**src/rtl/collision_scan_ctrl_pkg.sv**
```systemverilog
// Shared types and helpers for the two-snake collision scanner.
// Provides the default sizes, the scan state encoding, segment extraction
// from a packed body bus, and length clamping.
package collision_scan_ctrl_pkg;

    localparam int MAX_LEN = 16;
    localparam int NUM_LEN = 10;
    localparam int LEN_W   = 4;
    localparam int IDX_W   = LEN_W + 1;
    localparam int BUS_W   = MAX_LEN * NUM_LEN;

    typedef enum logic [1:0] {
        ST_IDLE  = 2'd0,
        ST_SCAN1 = 2'd1,
        ST_SCAN2 = 2'd2,
        ST_DONE  = 2'd3
    } state_t;

    // Segment idx of a packed body; out-of-range indices read as 0.
    function automatic logic [NUM_LEN-1:0] seg_at(input logic [BUS_W-1:0] body,
                                                  input logic [IDX_W-1:0] idx);
        logic [NUM_LEN-1:0] seg;
        seg = '0;
        for (int i = 0; i < MAX_LEN; i++) begin
            if (idx == IDX_W'(i)) seg = body[i*NUM_LEN +: NUM_LEN];
        end
        return seg;
    endfunction

    // Effective segment count: min(len, MAX_LEN).
    function automatic logic [IDX_W-1:0] eff_len(input logic [LEN_W-1:0] len);
        return ({1'b0, len} > IDX_W'(MAX_LEN)) ? IDX_W'(MAX_LEN) : {1'b0, len};
    endfunction

endpackage

```
**src/rtl/collision_scan_ctrl_if.sv**
```systemverilog
// Request/result bundle between the game tick FSM (master) and the
// collision scanner (slave).
//   start          request a scan
//   snake1/snake2  packed bodies, segment 0 is the head
//   len1/len2      body lengths in segments
//   busy/done      scan in progress / one-cycle completion pulse
//   dead1/dead2    held collision results
interface collision_scan_ctrl_if;
    import collision_scan_ctrl_pkg::*;

    logic             start;
    logic [BUS_W-1:0] snake1;
    logic [BUS_W-1:0] snake2;
    logic [LEN_W-1:0] len1;
    logic [LEN_W-1:0] len2;
    logic             busy;
    logic             done;
    logic             dead1;
    logic             dead2;

    modport master (
        output start, snake1, snake2, len1, len2,
        input  busy, done, dead1, dead2
    );

    modport slave (
        input  start, snake1, snake2, len1, len2,
        output busy, done, dead1, dead2
    );

endinterface

```
**src/rtl/collision_scan_ctrl_seg_mux.sv**
```systemverilog
// Shared segment selector: picks segment idx from either snapshot body.
//   s1, s2  snapshot bodies
//   sel     0 selects s1, 1 selects s2
//   idx     segment index
//   seg     selected segment
module collision_scan_ctrl_seg_mux
    import collision_scan_ctrl_pkg::*;
(
    input  logic [BUS_W-1:0]   s1,
    input  logic [BUS_W-1:0]   s2,
    input  logic               sel,
    input  logic [IDX_W-1:0]   idx,
    output logic [NUM_LEN-1:0] seg
);

    assign seg = seg_at(sel ? s2 : s1, idx);

endmodule

```
**src/rtl/collision_scan_ctrl.sv**
```systemverilog
// Sequential collision scheduler: one comparator walks both snapshot bodies,
// one segment per clock, checking each segment against both heads.
//   clk    clock
//   rst_n  asynchronous active-low reset
//   bus    slave side of collision_scan_ctrl_if (start/bodies/lengths in,
//          busy/done/dead1/dead2 out, all outputs registered)
//
// state  | meaning
// IDLE   | waiting for start; snapshot taken on accept
// SCAN1  | comparing s1[idx], idx = 1..n1-1
// SCAN2  | comparing s2[idx], idx = 1..n2-1
// DONE   | done pulse; dead1/dead2 loaded on entry
module collision_scan_ctrl
    import collision_scan_ctrl_pkg::*;
#(
    parameter bit HEAD_ON = 1'b1
)(
    input  logic                  clk,
    input  logic                  rst_n,
    collision_scan_ctrl_if.slave  bus
);

    state_t             state;
    logic [BUS_W-1:0]   s1_q, s2_q;
    logic [IDX_W-1:0]   n1_q, n2_q, idx_q;
    logic               hit1_q, hit2_q;
    logic               busy_q, done_q, dead1_q, dead2_q;

    logic [NUM_LEN-1:0] seg, h1, h2;
    logic               sel_s2;
    logic               hit1_nx, hit2_nx;
    logic               last1, last2;
    logic [IDX_W-1:0]   n1_in, n2_in;
    logic               head_on_in;

    assign sel_s2 = (state == ST_SCAN2);

    collision_scan_ctrl_seg_mux u_seg_mux (
        .s1  (s1_q),
        .s2  (s2_q),
        .sel (sel_s2),
        .idx (idx_q),
        .seg (seg)
    );

    assign h1      = seg_at(s1_q, '0);
    assign h2      = seg_at(s2_q, '0);
    // The segment under the comparator is checked against both heads,
    // so a single pass over each body resolves self- and cross-bites.
    assign hit1_nx = hit1_q | (seg == h1);
    assign hit2_nx = hit2_q | (seg == h2);
    assign last1   = (idx_q == n1_q - IDX_W'(1));
    assign last2   = (idx_q == n2_q - IDX_W'(1));

    assign n1_in      = eff_len(bus.len1);
    assign n2_in      = eff_len(bus.len2);
    assign head_on_in = HEAD_ON && (n1_in != '0) && (n2_in != '0) &&
                        (seg_at(bus.snake1, '0) == seg_at(bus.snake2, '0));

    always_ff @(posedge clk or negedge rst_n) begin
        if (!rst_n) begin
            state   <= ST_IDLE;
            s1_q    <= '0;
            s2_q    <= '0;
            n1_q    <= '0;
            n2_q    <= '0;
            idx_q   <= '0;
            hit1_q  <= 1'b0;
            hit2_q  <= 1'b0;
            busy_q  <= 1'b0;
            done_q  <= 1'b0;
            dead1_q <= 1'b0;
            dead2_q <= 1'b0;
        end else begin
            done_q <= 1'b0;
            case (state)
                ST_IDLE: begin
                    if (bus.start) begin
                        s1_q   <= bus.snake1;
                        s2_q   <= bus.snake2;
                        n1_q   <= n1_in;
                        n2_q   <= n2_in;
                        idx_q  <= IDX_W'(1);
                        hit1_q <= head_on_in;
                        hit2_q <= head_on_in;
                        busy_q <= 1'b1;
                        // Bodies shorter than two segments are skipped outright.
                        if (n1_in >= IDX_W'(2)) begin
                            state <= ST_SCAN1;
                        end else if (n2_in >= IDX_W'(2)) begin
                            state <= ST_SCAN2;
                        end else begin
                            state   <= ST_DONE;
                            done_q  <= 1'b1;
                            dead1_q <= head_on_in;
                            dead2_q <= head_on_in;
                        end
                    end
                end
                ST_SCAN1: begin
                    hit1_q <= hit1_nx;
                    hit2_q <= hit2_nx;
                    if (last1) begin
                        idx_q <= IDX_W'(1);
                        if (n2_q >= IDX_W'(2)) begin
                            state <= ST_SCAN2;
                        end else begin
                            state   <= ST_DONE;
                            done_q  <= 1'b1;
                            dead1_q <= hit1_nx;
                            dead2_q <= hit2_nx;
                        end
                    end else begin
                        idx_q <= idx_q + IDX_W'(1);
                    end
                end
                ST_SCAN2: begin
                    hit1_q <= hit1_nx;
                    hit2_q <= hit2_nx;
                    if (last2) begin
                        state   <= ST_DONE;
                        done_q  <= 1'b1;
                        dead1_q <= hit1_nx;
                        dead2_q <= hit2_nx;
                    end else begin
                        idx_q <= idx_q + IDX_W'(1);
                    end
                end
                ST_DONE: begin
                    // start here is dropped: DONE always returns to IDLE.
                    busy_q <= 1'b0;
                    state  <= ST_IDLE;
                end
                default: state <= ST_IDLE;
            endcase
        end
    end

    assign bus.busy  = busy_q;
    assign bus.done  = done_q;
    assign bus.dead1 = dead1_q;
    assign bus.dead2 = dead2_q;

endmodule
```
**src/flat_wrapper.sv**
```systemverilog
// flat-port wrapper written by rule: the top's interface ports become plain ports
module collision_scan_ctrl_flat import collision_scan_ctrl_pkg::*;
#(
    parameter bit HEAD_ON = 1'b1
)
  (clk, rst_n, bus_start, bus_snake1, bus_snake2, bus_len1, bus_len2, bus_busy, bus_done, bus_dead1, bus_dead2);
  collision_scan_ctrl_if bus_i ();
  input  logic clk;
  input  logic rst_n;
  input wire logic [$bits(bus_i.start)-1:0] bus_start;
  input wire logic [$bits(bus_i.snake1)-1:0] bus_snake1;
  input wire logic [$bits(bus_i.snake2)-1:0] bus_snake2;
  input wire logic [$bits(bus_i.len1)-1:0] bus_len1;
  input wire logic [$bits(bus_i.len2)-1:0] bus_len2;
  output wire logic [$bits(bus_i.busy)-1:0] bus_busy;
  output wire logic [$bits(bus_i.done)-1:0] bus_done;
  output wire logic [$bits(bus_i.dead1)-1:0] bus_dead1;
  output wire logic [$bits(bus_i.dead2)-1:0] bus_dead2;
  assign bus_i.start = bus_start;
  assign bus_i.snake1 = bus_snake1;
  assign bus_i.snake2 = bus_snake2;
  assign bus_i.len1 = bus_len1;
  assign bus_i.len2 = bus_len2;
  assign bus_busy = bus_i.busy;
  assign bus_done = bus_i.done;
  assign bus_dead1 = bus_i.dead1;
  assign bus_dead2 = bus_i.dead2;
  collision_scan_ctrl #(.HEAD_ON(HEAD_ON)) u_core (.clk(clk), .rst_n(rst_n), .bus(bus_i));
endmodule
```
**config.mk**
```make
export PLATFORM = sky130hd
export DESIGN_NAME = collision_scan_ctrl_flat
export DESIGN_NICKNAME = d
export VERILOG_FILES = /design/src/rtl/collision_scan_ctrl_pkg.sv /design/src/rtl/collision_scan_ctrl_if.sv /design/src/rtl/collision_scan_ctrl_seg_mux.sv /design/src/rtl/collision_scan_ctrl.sv /design/src/flat_wrapper.sv
export SDC_FILE = /design/constraint.sdc
export NUM_CORES = 1
export LEC_CHECK = 0
export CAP_MARGIN = 20
export CORE_MARGIN = 3
export CORE_UTILIZATION = 47
export DETAILED_ROUTE_END_ITERATION = 10
export PLACE_DENSITY = 0.76
export SLEW_MARGIN = 10
export SYNTH_ARGS = -nofsm -noshare
export SYNTH_HDL_FRONTEND = slang
export SYNTH_HIERARCHICAL = 1
export SYNTH_SLANG_ARGS = --single-unit
```
**constraint.sdc**
```tcl
create_clock -name clk -period 2.8 [get_ports clk]
set_clock_uncertainty 0.05 [all_clocks]
set_input_delay 0.56 -clock clk [delete_from_list [all_inputs] [get_ports clk]]
set_output_delay 0.56 -clock clk [all_outputs]
set_load 0.01 [all_outputs]
```
# ---- Yosys cells after proc, flatten, opt, wreduce, memory -nomap -nowiden
# Index checks and enable logic that the tools add are counted.
dict set report totals {
  reg_bits 343
  inputBits 331
  out_inout_bits 4
}
dict set report classes {
  addsub 3
  order_cmp 5
  n_eq_ne 30
  n_mux 53
  bitwise 2
  n_reduce_logical 16
}
# op count
set op_table {}
lappend op_table {{10-bit two-way mux} 16}
lappend op_table {{160-bit two-way mux} 1}
lappend op_table {{5-bit by 4-bit equality test with 1-bit output (second input constant)} 8}
lappend op_table {{10-bit equality test} 3}
lappend op_table {{5-bit two-way mux} 5}
lappend op_table {{5-bit by 3-bit equality test with 1-bit output (second input constant)} 4}
lappend op_table {{1-bit two-way mux} 19}
lappend op_table {{5-bit by 2-bit greater-or-equal comparator with 1-bit output (second input constant)} 3}
lappend op_table {{5-bit one-hot mux with 3 select lines} 1}
lappend op_table {{5-bit by 2-bit equality test with 1-bit output (second input constant)} 2}
lappend op_table {{5-bit equality test} 2}
lappend op_table {{4-bit by 5-bit greater-than comparator with 1-bit output (second input constant)} 2}
lappend op_table {{2-bit inequality test (second input constant)} 5}
lappend op_table {{5-bit nonzero test} 2}
lappend op_table {{5-bit by 1-bit subtractor with 5-bit output (second input constant)} 2}
lappend op_table {{1-bit one-hot mux with 3 select lines} 3}
lappend op_table {{2-bit two-way mux} 4}
lappend op_table {{2-bit one-hot mux with 4 select lines} 1}
lappend op_table {{7-bit AND reduction} 1}
lappend op_table {{1-bit one-hot mux with 2 select lines} 3}
lappend op_table {{2-bit AND reduction} 3}
lappend op_table {{3-bit AND reduction} 2}
lappend op_table {{5-bit by 1-bit adder with 5-bit output (second input constant)} 1}
lappend op_table {{5-bit by 1-bit equality test with 1-bit output (second input constant)} 1}
lappend op_table {{10 further kinds} 15}

# ---- Depth between registers and ports, before layout
dict set report depth {
  depth_word 23
  ltp_mapped 16
  depth_no_buf 12
}

# ---- Hierarchy
# Netlist, hierarchy kept.
# module n_inst cells_per_inst area_per_inst_um2 seq_area_each_um2
set by_module_without_submodules {}
lappend by_module_without_submodules {collision_scan_ctrl 1 850 13515.5 8533.2}
lappend by_module_without_submodules {collision_scan_ctrl_seg_mux 1 396 3437.0 0.0}

# ---- Worst setup path after synthesis
# OpenSTA, ideal clock, no wires.
dict set report synth_path {
  path_kind {reg2reg}
  from {reg u_core.state[0]}
  to {reg u_core.hit1_q}
  t_arrival_ns 2.951
  path_slack_ns -0.265
  stages_incl_launch_ff 13
  path_cell_list {dfrtp_1 inv_1 ha_1 buf_4 buf_2 mux4_2 a2111oi_0 a21oi_1 xor2_1 nor4_1 a41oi_1 o21ai_1 mux2_2}
}
dict set report synth_between {
  elab_chain_len 21
  elab_cells_between_ends 27
  cone_classes {eq/ne (4); mux (18); bitwise (1); reduce/logical (4)}
}
# element line
set synth_rtl {}
lappend synth_rtl {{start: declaration} collision_scan_ctrl.sv:23} ;# state_t state;
lappend synth_rtl {{start signal: assignment} collision_scan_ctrl.sv:62} ;# state <= ST_IDLE;
lappend synth_rtl {{start signal: assignment} collision_scan_ctrl.sv:89} ;# state <= ST_SCAN1;
lappend synth_rtl {{start signal: assignment} collision_scan_ctrl.sv:91} ;# state <= ST_SCAN2;
lappend synth_rtl {{2-bit equality test (*)} collision_scan_ctrl.sv:36} ;# assign sel_s2 = (state == ST_SCAN2);
lappend synth_rtl {{net u_core.sel_s2} collision_scan_ctrl.sv:30} ;# logic sel_s2;
lappend synth_rtl {{160-bit two-way mux (*)} collision_scan_ctrl_seg_mux.sv:16} ;# assign seg = seg_at(sel ? s2 : s1, idx);
lappend synth_rtl {{10-bit two-way mux (15 in a row)} collision_scan_ctrl_pkg.sv:25} ;# if (idx == IDX_W'(i)) seg = body[i*NUM_LEN +: NUM_LEN];
lappend synth_rtl {{10-bit two-way mux (*)} collision_scan_ctrl_pkg.sv:25}
lappend synth_rtl {{net u_core.seg[5]} collision_scan_ctrl.sv:29} ;# logic [NUM_LEN-1:0] seg, h1, h2;
lappend synth_rtl {{10-bit equality test (*)} collision_scan_ctrl.sv:50} ;# assign hit1_nx = hit1_q | (seg == h1);
lappend synth_rtl {{1-bit OR (*)} collision_scan_ctrl.sv:50}
lappend synth_rtl {{1-bit one-hot mux with 2 select lines (*)} collision_scan_ctrl.sv:76} ;# case (state)
lappend synth_rtl {{end signal: assignment} collision_scan_ctrl.sv:84} ;# hit1_q <= head_on_in;
lappend synth_rtl {{end signal: assignment} collision_scan_ctrl.sv:101} ;# hit1_q <= hit1_nx;
lappend synth_rtl {{end signal: assignment} collision_scan_ctrl.sv:118} ;# hit1_q <= hit1_nx;
lappend synth_rtl {{end: declaration} collision_scan_ctrl.sv:26} ;# logic hit1_q, hit2_q;
# Mark *: on every way through the listed nets, which the timed path passes. The rest lies on a longest branch.
# A chain may end at the register's enable or synchronous reset.

# ---- Worst setup path in the final report
dict set report layout_path {
  from {reg u_core.state[0]}
  to {reg u_core.hit2_q}
}
dict set report layout_between {
  elab_chain_len 21
  elab_cells_between_ends 27
  cone_classes {eq/ne (4); mux (18); bitwise (1); reduce/logical (4)}
}
# element line
set layout_rtl {}
lappend layout_rtl {{2-bit equality test (*)} collision_scan_ctrl.sv:36}
lappend layout_rtl {{net u_core.sel_s2} collision_scan_ctrl.sv:30}
lappend layout_rtl {{160-bit two-way mux (*)} collision_scan_ctrl_seg_mux.sv:16}
lappend layout_rtl {{10-bit two-way mux (15 in a row)} collision_scan_ctrl_pkg.sv:25}
lappend layout_rtl {{10-bit two-way mux (*)} collision_scan_ctrl_pkg.sv:25}
lappend layout_rtl {{net u_core.seg[7]} collision_scan_ctrl.sv:29}
lappend layout_rtl {{10-bit equality test (*)} collision_scan_ctrl.sv:51} ;# assign hit2_nx = hit2_q | (seg == h2);
lappend layout_rtl {{1-bit OR (*)} collision_scan_ctrl.sv:51}
lappend layout_rtl {{1-bit one-hot mux with 2 select lines (*)} collision_scan_ctrl.sv:76}
lappend layout_rtl {{end signal: assignment} collision_scan_ctrl.sv:85} ;# hit2_q <= head_on_in;
lappend layout_rtl {{end signal: assignment} collision_scan_ctrl.sv:102} ;# hit2_q <= hit2_nx;
lappend layout_rtl {{end signal: assignment} collision_scan_ctrl.sv:119} ;# hit2_q <= hit2_nx;
lappend layout_rtl {{end: declaration} collision_scan_ctrl.sv:26}
# Marked as above.

==> impl_results.md <==
* Post-Syn Instances at 1246
* Die ar. at 0.0384 mm2
* Final Slew Violations at 0
* DR vias at roughly 12000
* Combinational Power Share at 0.460
* Sequential share of power at 0.342
* R2R Path End: u_core/hit2_q$_DFFE_PN0P_
* Tot GR Track Use at 0.268
* # clock sinks at 341
* CP peak stage delay at 380 ps
* Die height at 196 um
* CTS Buf Count at 38
* Row count at slightly below 70
* Clock buffer depth at 3
* Min-delay src: u_core/s1_q[63]$_DFFE_PN0P_
* CTS tree: built
* CP Launch Type: flip-flop
* Global-route wire length before repair at 78800 um
* Syn-to-layout area delta at 38.5%
* Average size of a mapped cell at 13.6 um2
* DP Area at 0.0216 mm2
* Cell area after synthesis at 0.0170 mm2
* Initial antenna violation count at 1
* Drt pass-1 iters at 5
* Flops & latches, synth at between 300 and 400
* Hold Path Class: flip-flop to flip-flop
* Final instance area at between 0.02 and 0.025 mm2
* Remaining DRCs at 0
* Dpl cells at around 2100
* Fillers at between 2000 and 3000
* Fmax achieved at between 300 and 400 MHz
* Grt total ovfl at 0
* Largest net degree at the start of global routing at between 80 and 90
* Hold Fails Final Rpt at 0
* CP Data Required Time at 3210 ps
* Final Critical Period at about 3200 ps
* Hpwl dp at between 30000 and 40000 um
* H-tree depth at 2
* Worst Path Max Fanout at 7
* Worst reg2reg startpoint: u_core/state[0]$_DFFE_PN0P_
* RSZ-0062 raised after global routing: yes
* Reg2Reg Depth at 14
* Most Frequent Cell on Critical Path: mux2_2
* CP cell instances: inv_2 -> ha_4 -> buf_12 -> buf_16 -> buf_4 -> mux2_2 -> a22oi_2 -> o22ai_1 -> o31a_1 -> xor2_1 -> nor4_2 -> a41oi_1 -> o21ai_1 -> mux2_2
* Actual slew at the worst max-slew pin at 587 ps
* Status: finished with violations
* Total Routed Length at 52500 um
* Final setup vio count at 4
* Clock-pin slew on the worst setup and hold paths at 60 ps
* Routed Antenna Nets at 0
* Port bufs at 334
* Rel. slew slack at 0.609
* Setup TNS at -1690 ps
* Crit. End Element: flip-flop
* Fraction of registers with async set/reset at 1.00
* GPL Wtd Cong at 0.927
* Violated checks: negative setup slack
* Fin crit share at 1.16
* Drt wl/cell at between 20 and 25 um
* Internal power at between 15 and 20 mW
* Cell variety after synth at 63
* Hold Path Sink: u_core/s1_q[63]$_DFFE_PN0P_
* Post-route insts no fill at between 2000 and 2500
* Initial Utilization at 0.484
* Vias in the first global route at 13300
* Core Region at approximately 0.035 mm2
* Synth Warn # at 6
* CTS Root Cell: clkbuf_16
* Post-synth EDFFs at 0
* # Max-Cap Violations at 0
* Worst-Skew Late Latency at 530 ps
* Hold Slack at 452 ps
* Final #Nets at 2018
* PD cells at 1140 mW/mm2
* Vias per inst at 5.77
* Synth Flop Type: dfrtp_1
* Leak at 9.59 nW
* Arr. time, crit path at 3650 ps
* Setup slack, reg-to-reg at -440 ps
* Net Switching at 9.27 mW
* Syn_nets at 1585
* Layout cell share with drive strength beyond 1 at 0.393
* Peak supply drop at 0.704 mV
* Setup CP Type: flip-flop to flip-flop
* Final setup margin at -437 ps
* I/O pins at 335
* Hold path depth at 1
* Seq/Total Area, Yosys at 0.503
* Die Span X at 196 um
* Clock share of power at 0.198
* Critical path's slowest cell: dfrtp_1
* DRT iter0 DRCs at 860
* Switching Share at 0.346
[cell type report]
type	instances	area (um2)	area share
clock buffers	51	1070	0.0455
diodes	2	5.00	0.000213
well taps	455	569	0.0242
inverters	14	52.6	0.00224
clock inverters	18	268	0.0114
multi-input cells	804	8170	0.348
repair buffers	480	4810	0.205
flip-flops and latches	341	8540	0.364
[flip-flops by register name (all words and copies together), names as in the netlist]
register / count
u_core/hit2_q: 1
u_core/hit1_q: 1
u_core/bus.dead1: 1
u_core/bus.dead2: 1
u_core/s1_q: 160
u_core/s2_q: 160
u_core/bus.done: 1
u_core/n1_q: 4
u_core/n2_q: 4
u_core/bus.busy: 1
u_core/idx_q: 5
u_core/state: 2
[how the worst max path moves through the flow]
stage,start,end,slack [ps],cells past startpoint
finish,u_core/state[0]$_DFFE_PN0P_,u_core/hit2_q$_DFFE_PN0P_,-440,14
detailed placement,u_core/state[0]$_DFFE_PN0P_,u_core/hit2_q$_DFFE_PN0P_,-800,14
CTS,u_core/state[0]$_DFFE_PN0P_,u_core/hit2_q$_DFFE_PN0P_,-450,14
global route,u_core/state[0]$_DFFE_PN0P_,u_core/bus.dead1$_DFFE_PN0P_,-600,15
floorplan,u_core/state[0]$_DFFE_PN0P_,u_core/bus.dead1$_DFFE_PN0P_,-120,15
global placement,u_core/state[0]$_DFFE_PN0P_,u_core/hit2_q$_DFFE_PN0P_,-660,12
[placed cells by master, fill, tap and decap left out, types with 9 or more instances in the layout]
cell type and n:
mux2_2 343, xnor2_1 18, mux4_2 41, nand2_1 30
mux2i_1 73, a211oi_2 10, o21ai_1 9, nor2_1 28
xor2_1 25, dfrtp_1 339, nor3_1 18, buf_4 117
clkbuf_16 38, inv_1 13, nand3_1 14, clkdlybuf4s50_1 333
o22ai_1 19, a21oi_1 18, buf_12 20
[cells in the mapped netlist, types with 4 or more instances]
master | count | area share
mux2_2 | 345 | 0.23
dfrtp_1 | 341 | 0.50
mux2i_1 | 79 | 0.047
buf_2 | 43 | 0.013
mux4_2 | 41 | 0.054
nand2_1 | 33 | 0.0073
nor2_1 | 29 | 0.0064
o22ai_1 | 26 | 0.0096
xor2_1 | 25 | 0.013
a21oi_1 | 24 | 0.0071
o21ai_0 | 21 | 0.0062
clkbuf_1 | 19 | 0.0042
nor3_1 | 19 | 0.0056
xnor2_1 | 18 | 0.0093
buf_4 | 15 | 0.0066
inv_1 | 14 | 0.0031
nand3_1 | 14 | 0.0041
nor4_1 | 12 | 0.0044
a211oi_1 | 11 | 0.0049
a22oi_1 | 8 | 0.0035
ha_1 | 8 | 0.0059
nor2b_1 | 8 | 0.0030
o211ai_1 | 8 | 0.0035
a211oi_2 | 6 | 0.0044
buf_6 | 6 | 0.0040
nand2b_1 | 6 | 0.0022
a31oi_1 | 5 | 0.0018
mux2_1 | 4 | 0.0027
o31a_1 | 4 | 0.0021
[stage by stage]
step | worst slack, ps | power [mW] | utilization
finish | -437 | 26.8 | 0.670
global placement | -661 | 20.1 | 0.618
CTS | -450 | 26.6 | 0.667
detailed placement | -798 | 20.5 | 0.618
global route | -601 | 28.1 | 0.670
floorplan | -125 | 16.3 | -
[worst max-delay path, delay by kind of cell, from the launching register on]
kind | cells | cell delay [ps]
multiplexers | 2 | 540
adder cells (fa/ha/maj) | 1 | 170
buffers and inverters | 4 | 510
AO/OA/AOI/OAI | 5 | 1060
AND/OR/NAND/NOR | 1 | 320
flip-flops | 1 | 380
XOR/XNOR | 1 | 160
[power groups by stage]
stage                     clock [mW]  sequential [mW]  combinational (mW)
after detailed placement           0             9.14                11.3
after global placement             0             9.03                11.1
after CTS                       5.38             9.11                12.1
after global routing            5.58             9.41                13.1
final                           5.30             9.16                12.3
after floorplan                    0             8.42                7.90
[kinds of logic (layout without fill, tap and decap cells)]
group,after synthesis,after routing,synth area share
AOI/OAI and AO/OA,140,140,0.0573
muxes,469,469,0.333
and+or+nand+nor,144,144,0.0458
buffers and inverters,101,563,0.0324
adders and majority gates,8,8,0.00590
xor gates and xnor gates,43,43,0.0222
other,0,2,0
DFF,341,341,0.503
[routing by layer]
metal | up-vias | track usage | wire, um
li1 | 5491 | - | -
met1 | 6339 | 0.354 | 21300
met2 | 541 | 0.446 | 25500
met3 | 123 | 0.0520 | 3800
met4 | 0 | 0.0945 | 1940
met5 | - | 0 | 0
[what timing repair did]
item | 4_1_cts | 5_1_grt
endpoints found under the setup margin | 4 | 4
setup buffers | 11 | 0
gates cloned | 3 | 0
pin swaps | 35 | 10
hold endpoints to repair | 40 | 0
resized for setup | 61 | 21
hold buffers | 1 | 0
(Power assumes the default switching activity.)
==> edit 1: new RTL, config.mk and constraints unchanged <==
Set the package constant `NUM_LEN` to 11 (it was 10).
--- a/src/rtl/collision_scan_ctrl_pkg.sv
+++ b/src/rtl/collision_scan_ctrl_pkg.sv
@@ -5,5 +5,5 @@
 
     localparam int MAX_LEN = 16;
-    localparam int NUM_LEN = 10;
+    localparam int NUM_LEN = 11;
     localparam int LEN_W   = 4;
     localparam int IDX_W   = LEN_W + 1;
Interface: changed (resized bus_snake1 and bus_snake2); port bits go from 335 to 367. No check against the original RTL was run, so the function may have changed too.
==> edit 1 against the original RTL <==
- synthesized cell count rose by 8.5%
- the flow still finishes with violations (negative setup slack)
- sequential cell count rose by 32
- wire length rose by 11%
- cell area rose by 9.0%
- total power rose by 8.2%
- cell count rose by 11%
- critical endpoint unchanged
- first-iteration DRC count rose by 3.6%
- utilization fell by 0.92 points
- highest routed layer unchanged
- largest power group unchanged
- area after synthesis rose by 9.1%
- worst setup slack got worse by 0.062 ns
==> edit 1: results (changes against the original RTL) <==
** Placement
- The last weighted congestion value of the routability-driven placer is 0.9114 (-1.7%).
- The detailed placement HPWL was 44,900 um (+14%).
- Total of buffers placed on input and output ports :: 366 (+9.6%)
- Post-DP Area :: 23,900 sq um (+10%)
- Worst slack, placed :: -0.5955 ns (+0.2028 ns)

** Power and ir drop
- The relative contribution of the clock network to total power came to 0.190 (-0.008).
- The internal power of the cells came to 19.00 mW (+8.4%).
- The total power after layout was 28.99 mW (+8.2%).
- Leakage Power :: 10.62 nW (+11%)

** Logic synthesis
- The instance count of the mapped netlist came to 1,352 (+8.5%).
- Yosys attributes the largest share of cell area to sky130_fd_sc_hd__dfrtp_1, sky130_fd_sc_hd__mux2_2, sky130_fd_sc_hd__mux2i_1, sky130_fd_sc_hd__mux4_2, sky130_fd_sc_hd__xor2_1.
- Post-Synthesis Net Count :: 1,723 (+8.7%)
- The flip-flop and latch count after synthesis was 373 (+9.4%).
- The number of library cell types mapped by synthesis came to 72 (+14%).

** Final layout
- Clock network area share :: 0.05386 (-0.003089)
- The multi-input combinational gate total was 872 (+8.5%).
- Number of nets in the layout :: 2,230 (+11%)
- Layout cells sized above 1 :: 0.3814 (-0.01209)
- The number of non-clock buffers was 557 (+16%).
- The fraction of area in registers is 0.3649 (+0.001367).
- The fraction of standard cell area in multi-input logic is 0.3394 (-0.008537).
- Relative area change from synthesis to final layout :: 38.42% (about the same)
- Antenna Diode Count :: 1 (-1)
- Largest regs :: u_core/s1_q (176), u_core/s2_q (176), u_core/idx_q (5)
- The fraction of area in non-clock buffers was 0.2144 (+0.009478).
- The number of clock buffers in the layout was 54 (+5.9%).

** Timing
- Post-route worst hold slack :: 0.4490 ns (-0.003001 ns)
- Final worst setup slack :: -0.4993 ns (-0.06201 ns)
- The final count of negative-setup-slack endpoints was 4 (unchanged).
- Final-layout setup total negative slack :: -1.946 ns (-0.2559 ns)
- The hold violation count in the final report is 0 (unchanged).

** Floorplan
- The number of tap instances was 518 (+14%).

** Status
- Violated checks :: negative setup slack
- Result of the run :: complete, but fails checks

** CTS
- The post-CTS setup buffer count came to 3 (-8).
- Worst-skew pair later-pin latency :: 0.56 ns (+0.03 ns)
- The total CTS buffers came to 41 (+7.9%).
- The post-cts gate resize count is 28 (-54%).

** Min path
- Startpoint of the worst hold path :: u_core/s1_q[91]

** Global route
- The all-layer global routing usage was 0.2786 (+0.01035).
- The global-route wire length before repair came to 86,620 um (+9.9%).
- Largest net degree at the start of global routing :: 75 (-7.4%)
- The number of global-route vias before repair is 14,520 (+9.2%).

** Drt
- The count of routing violations after the opening detailed-route iteration is 891 (+3.6%).
- Total number of vias :: 13,460 (+7.7%)
- Average detailed-routed wire length per instance :: 24.20 um (-0.21%)
- Number of search-and-repair iterations in the first detailed-routing pass :: 7 (+2)
- The total wirelength of the detailed-routed design is 58,250 um (+11%).

** Critical path
- Crit path arrival time :: 3.70 ns (+0.05 ns)
- Worst-path maximum fanout :: 14 (+7)
- The worst-case register-to-register setup slack is -0.50 ns (-0.06 ns).
-- edit 1: cell count changes after synthesis, moves of 6 or more --
| cell | change |
|---|---|
| sky130_fd_sc_hd__buf_2 | -9 |
| sky130_fd_sc_hd__xnor2_1 | -8 |
| sky130_fd_sc_hd__a21oi_1 | +11 |
| sky130_fd_sc_hd__clkbuf_1 | +14 |
| sky130_fd_sc_hd__mux2i_1 | +26 |
| sky130_fd_sc_hd__a211oi_2 | -6 |
| sky130_fd_sc_hd__xor2_1 | +11 |
| sky130_fd_sc_hd__o21ai_0 | +11 |
| sky130_fd_sc_hd__nor3_1 | -9 |
| sky130_fd_sc_hd__mux2_2 | +28 |
| sky130_fd_sc_hd__dfrtp_1 | +32 |
| sky130_fd_sc_hd__nand2_1 | -9 |
| sky130_fd_sc_hd__buf_4 | -7 |
-- edit 1: cell families after synthesis --
| family | Yosys count | share of synthesized area |
|---|---|---|
| fa+ha+maj | 8 | 0.005413 |
| compound gates | 168 | 0.05988 |
| simple gates | 130 | 0.03978 |
| mux | 520 | 0.3345 |
| flops | 373 | 0.5047 |
| xor+xnor | 46 | 0.02178 |
| buf+inv | 107 | 0.03396 |
-- edit 1: worst paths after layout --
check                                    to  cells after the start
max                           u_core/hit2_q                     15
min                         u_core/s1_q[91]                      1
max reg2reg                   u_core/hit2_q                     15
min reg2reg                 u_core/s1_q[91]                      1
max in group asynchronous  u_core/s1_q[122]                      4
min in group asynchronous   u_core/s1_q[34]                      2
-- edit 1: routing by layer --
metal	GRT usage	vias up	wire length (um)
met4	0.1015	0	2067
li1	-	6021	-
met3	0.05542	107	3737
met1	0.3578	6846	23940
met5	0	-	0
met2	0.4709	488	28510
==> edit 2: new RTL, same flow settings <==
Without the edit above. Re-encode `state_t` (4 states) as one-hot, 4 bits wide.
--- a/src/rtl/collision_scan_ctrl_pkg.sv
+++ b/src/rtl/collision_scan_ctrl_pkg.sv
@@ -10,9 +10,9 @@
     localparam int BUS_W   = MAX_LEN * NUM_LEN;
 
-    typedef enum logic [1:0] {
-        ST_IDLE  = 2'd0,
-        ST_SCAN1 = 2'd1,
-        ST_SCAN2 = 2'd2,
-        ST_DONE  = 2'd3
+    typedef enum logic [3:0] {
+        ST_IDLE  = 4'b0001,
+        ST_SCAN1 = 4'b0010,
+        ST_SCAN2 = 4'b0100,
+        ST_DONE  = 4'b1000
     } state_t;
 
Function: no difference found for any inputs over 4 cycles, from zero or initial values and one cycle with rst_n low; so few cycles prove little.
==> edit 2 against the original RTL <==
- the run still ends with negative setup slack left
- total power shrank 6.9%
- worst setup slack worse by 0.45 ns
- area after synthesis about the same
- fmax decreased by 12%
- wire length fell by 0.45%
- sequential cell count grew 2
- cell area shrank 1.1%
- utilization down 0.76 points
- synthesized cell count unchanged
- critical path type unchanged
- largest power group unchanged
==> edit 2: results (changes against the original RTL) <==
** Global route
- The all-layer global routing usage came to 0.2679 (-0.0003184).
- The global-route track usage on met3 was 0.05684 (+0.004809).
- The number of global-route vias before repair came to 13,350 (+0.37%).
- Global routing usage on met1 :: 0.3592 (+0.005424)
- The routing usage on met2 was 0.4413 (-0.004648).
- First-pass GRT wire length :: 78,670 um (-0.21%)
- Initial antenna violation count :: 3 (+2)

** Placement
- Global placer's final weighted congestion :: 0.9062 (-2.2%)
- DP Cell Count :: 2,093 (+0.63%)
- The worst slack at placement is -0.9502 ns (-0.1518 ns).
- Post-DP Area :: 21,640 sq um (about the same)
- The detailed placement HPWL came to 40,150 um (+1.6%).

** Logic synthesis
- Cell Area, Synth :: 16,970 sq um (about the same)
- By area the synthesized netlist is led by sky130_fd_sc_hd__dfrtp_1, sky130_fd_sc_hd__mux2_1, sky130_fd_sc_hd__mux4_2, sky130_fd_sc_hd__mux2i_1, sky130_fd_sc_hd__mux2_2.
- List of most frequent post-synthesis cells :: sky130_fd_sc_hd__dfrtp_1, sky130_fd_sc_hd__mux2_1, sky130_fd_sc_hd__mux2i_1
- Register area share after synthesis :: 0.5060 (+0.002653)

** Drt
- The total wirelength of the detailed-routed design came to 52,270 um (-0.45%).
- Count of routing violations after the opening detailed-route iteration :: 1,020 (+19%)
- The via-per-instance ratio came to 5.743 (-0.48%).
- The met1 wire length came to 21,610 um (+1.6%).
- Average detailed-routed wire length per instance :: 24.14 um (-0.45%)
- The total iterations of the first detailed-routing run is 7 (+2).
- Top layer used by detailed routing :: met5
- The detailed route wirelength on metal2 is 25,170 um (-1.3%).

** Timing
- The setup slack after layout was -0.8824 ns (-0.4450 ns).
- Setup violations, final :: 4 (unchanged)
- The worst hold slack was 0.4390 ns (-0.01298 ns).

** CTS
- Buffer count from post-CTS setup fixing :: 1 (-10)
- The post-cts gate resize count is 45 (-26%).

** Status
- The run finished, with violations left.
- The checks that failed: negative setup slack.

** Power and ir drop
- The static leakage power is 9.319 nW (-2.8%).

** Min path
- The worst hold path terminates at u_core/s1_q[16].

** Critical path
- Count of cells along the worst register-to-register path :: 13 (-1)
- Crit path arrival time :: 4.06 ns (+0.41 ns)
- The startpoint identified for the worst register-to-register timing path is u_core/state[1].
- Critical R2R Capture :: u_core/bus.dead2
- Cell family with the largest share of critical-path delay :: simple AND/OR/NAND/NOR gates
==> edit 2: kinds of logic (layout without fill, tap and decap cells) <==
| kind of cell | Yosys count | count (layout) | share of synthesized area |
|---|---|---|---|
| xor gates and xnor gates | 42 | 42 | 0.02168 |
| DFF | 343 | 343 | 0.5060 |
| other | 0 | 1 | 0 |
| AOI/OAI and AO/OA | 152 | 152 | 0.06284 |
| muxes | 463 | 463 | 0.3287 |
| and+or+nand+nor | 145 | 145 | 0.04595 |
| adders and majority gates | 4 | 4 | 0.002950 |
| buffers and inverters | 97 | 560 | 0.03186 |
==> edit 2: power breakdown <==
part | internal [mW] | leakage, nW | switching, mW | total (mW)
clock network | 2.67 | 0.563 | 1.95 | 4.62
logic | 5.86 | 4.71 | 5.17 | 11.0
registers | 7.50 | 4.05 | 1.79 | 9.29
==> edit 2: how the worst max path moves through the flow <==
| stage | to | cells after the start | from | slack, ns |
|---|---|---|---|---|
| floorplan | u_core/bus.dead2 | 14 | u_core/state[1] | -0.47 |
| detailed placement | u_core/bus.dead2 | 14 | u_core/state[0] | -0.95 |
| finish | u_core/bus.dead2 | 13 | u_core/state[1] | -0.88 |
| global route | u_core/bus.dead2 | 13 | u_core/state[1] | -1.03 |
| global placement | u_core/bus.dead2 | 14 | u_core/state[0] | -0.89 |
| CTS | u_core/bus.dead2 | 13 | u_core/state[0] | -0.83 |
==> edit 2: layout make-up <==
class	instances	area, sq um	area share
Antenna cell	1	2.502	0.0001078
Clock buffer	58	1085	0.04672
Clock inverter	7	61.31	0.002640
Inverter	14	65.06	0.002802
Multi-Input combinational cell	806	8129	0.3501
Sequential cell	343	8589	0.3699
Tap cell	455	569.3	0.02452
Timing Repair Buffer	478	4686	0.2018
Timing Repair inverter	3	33.78	0.001455
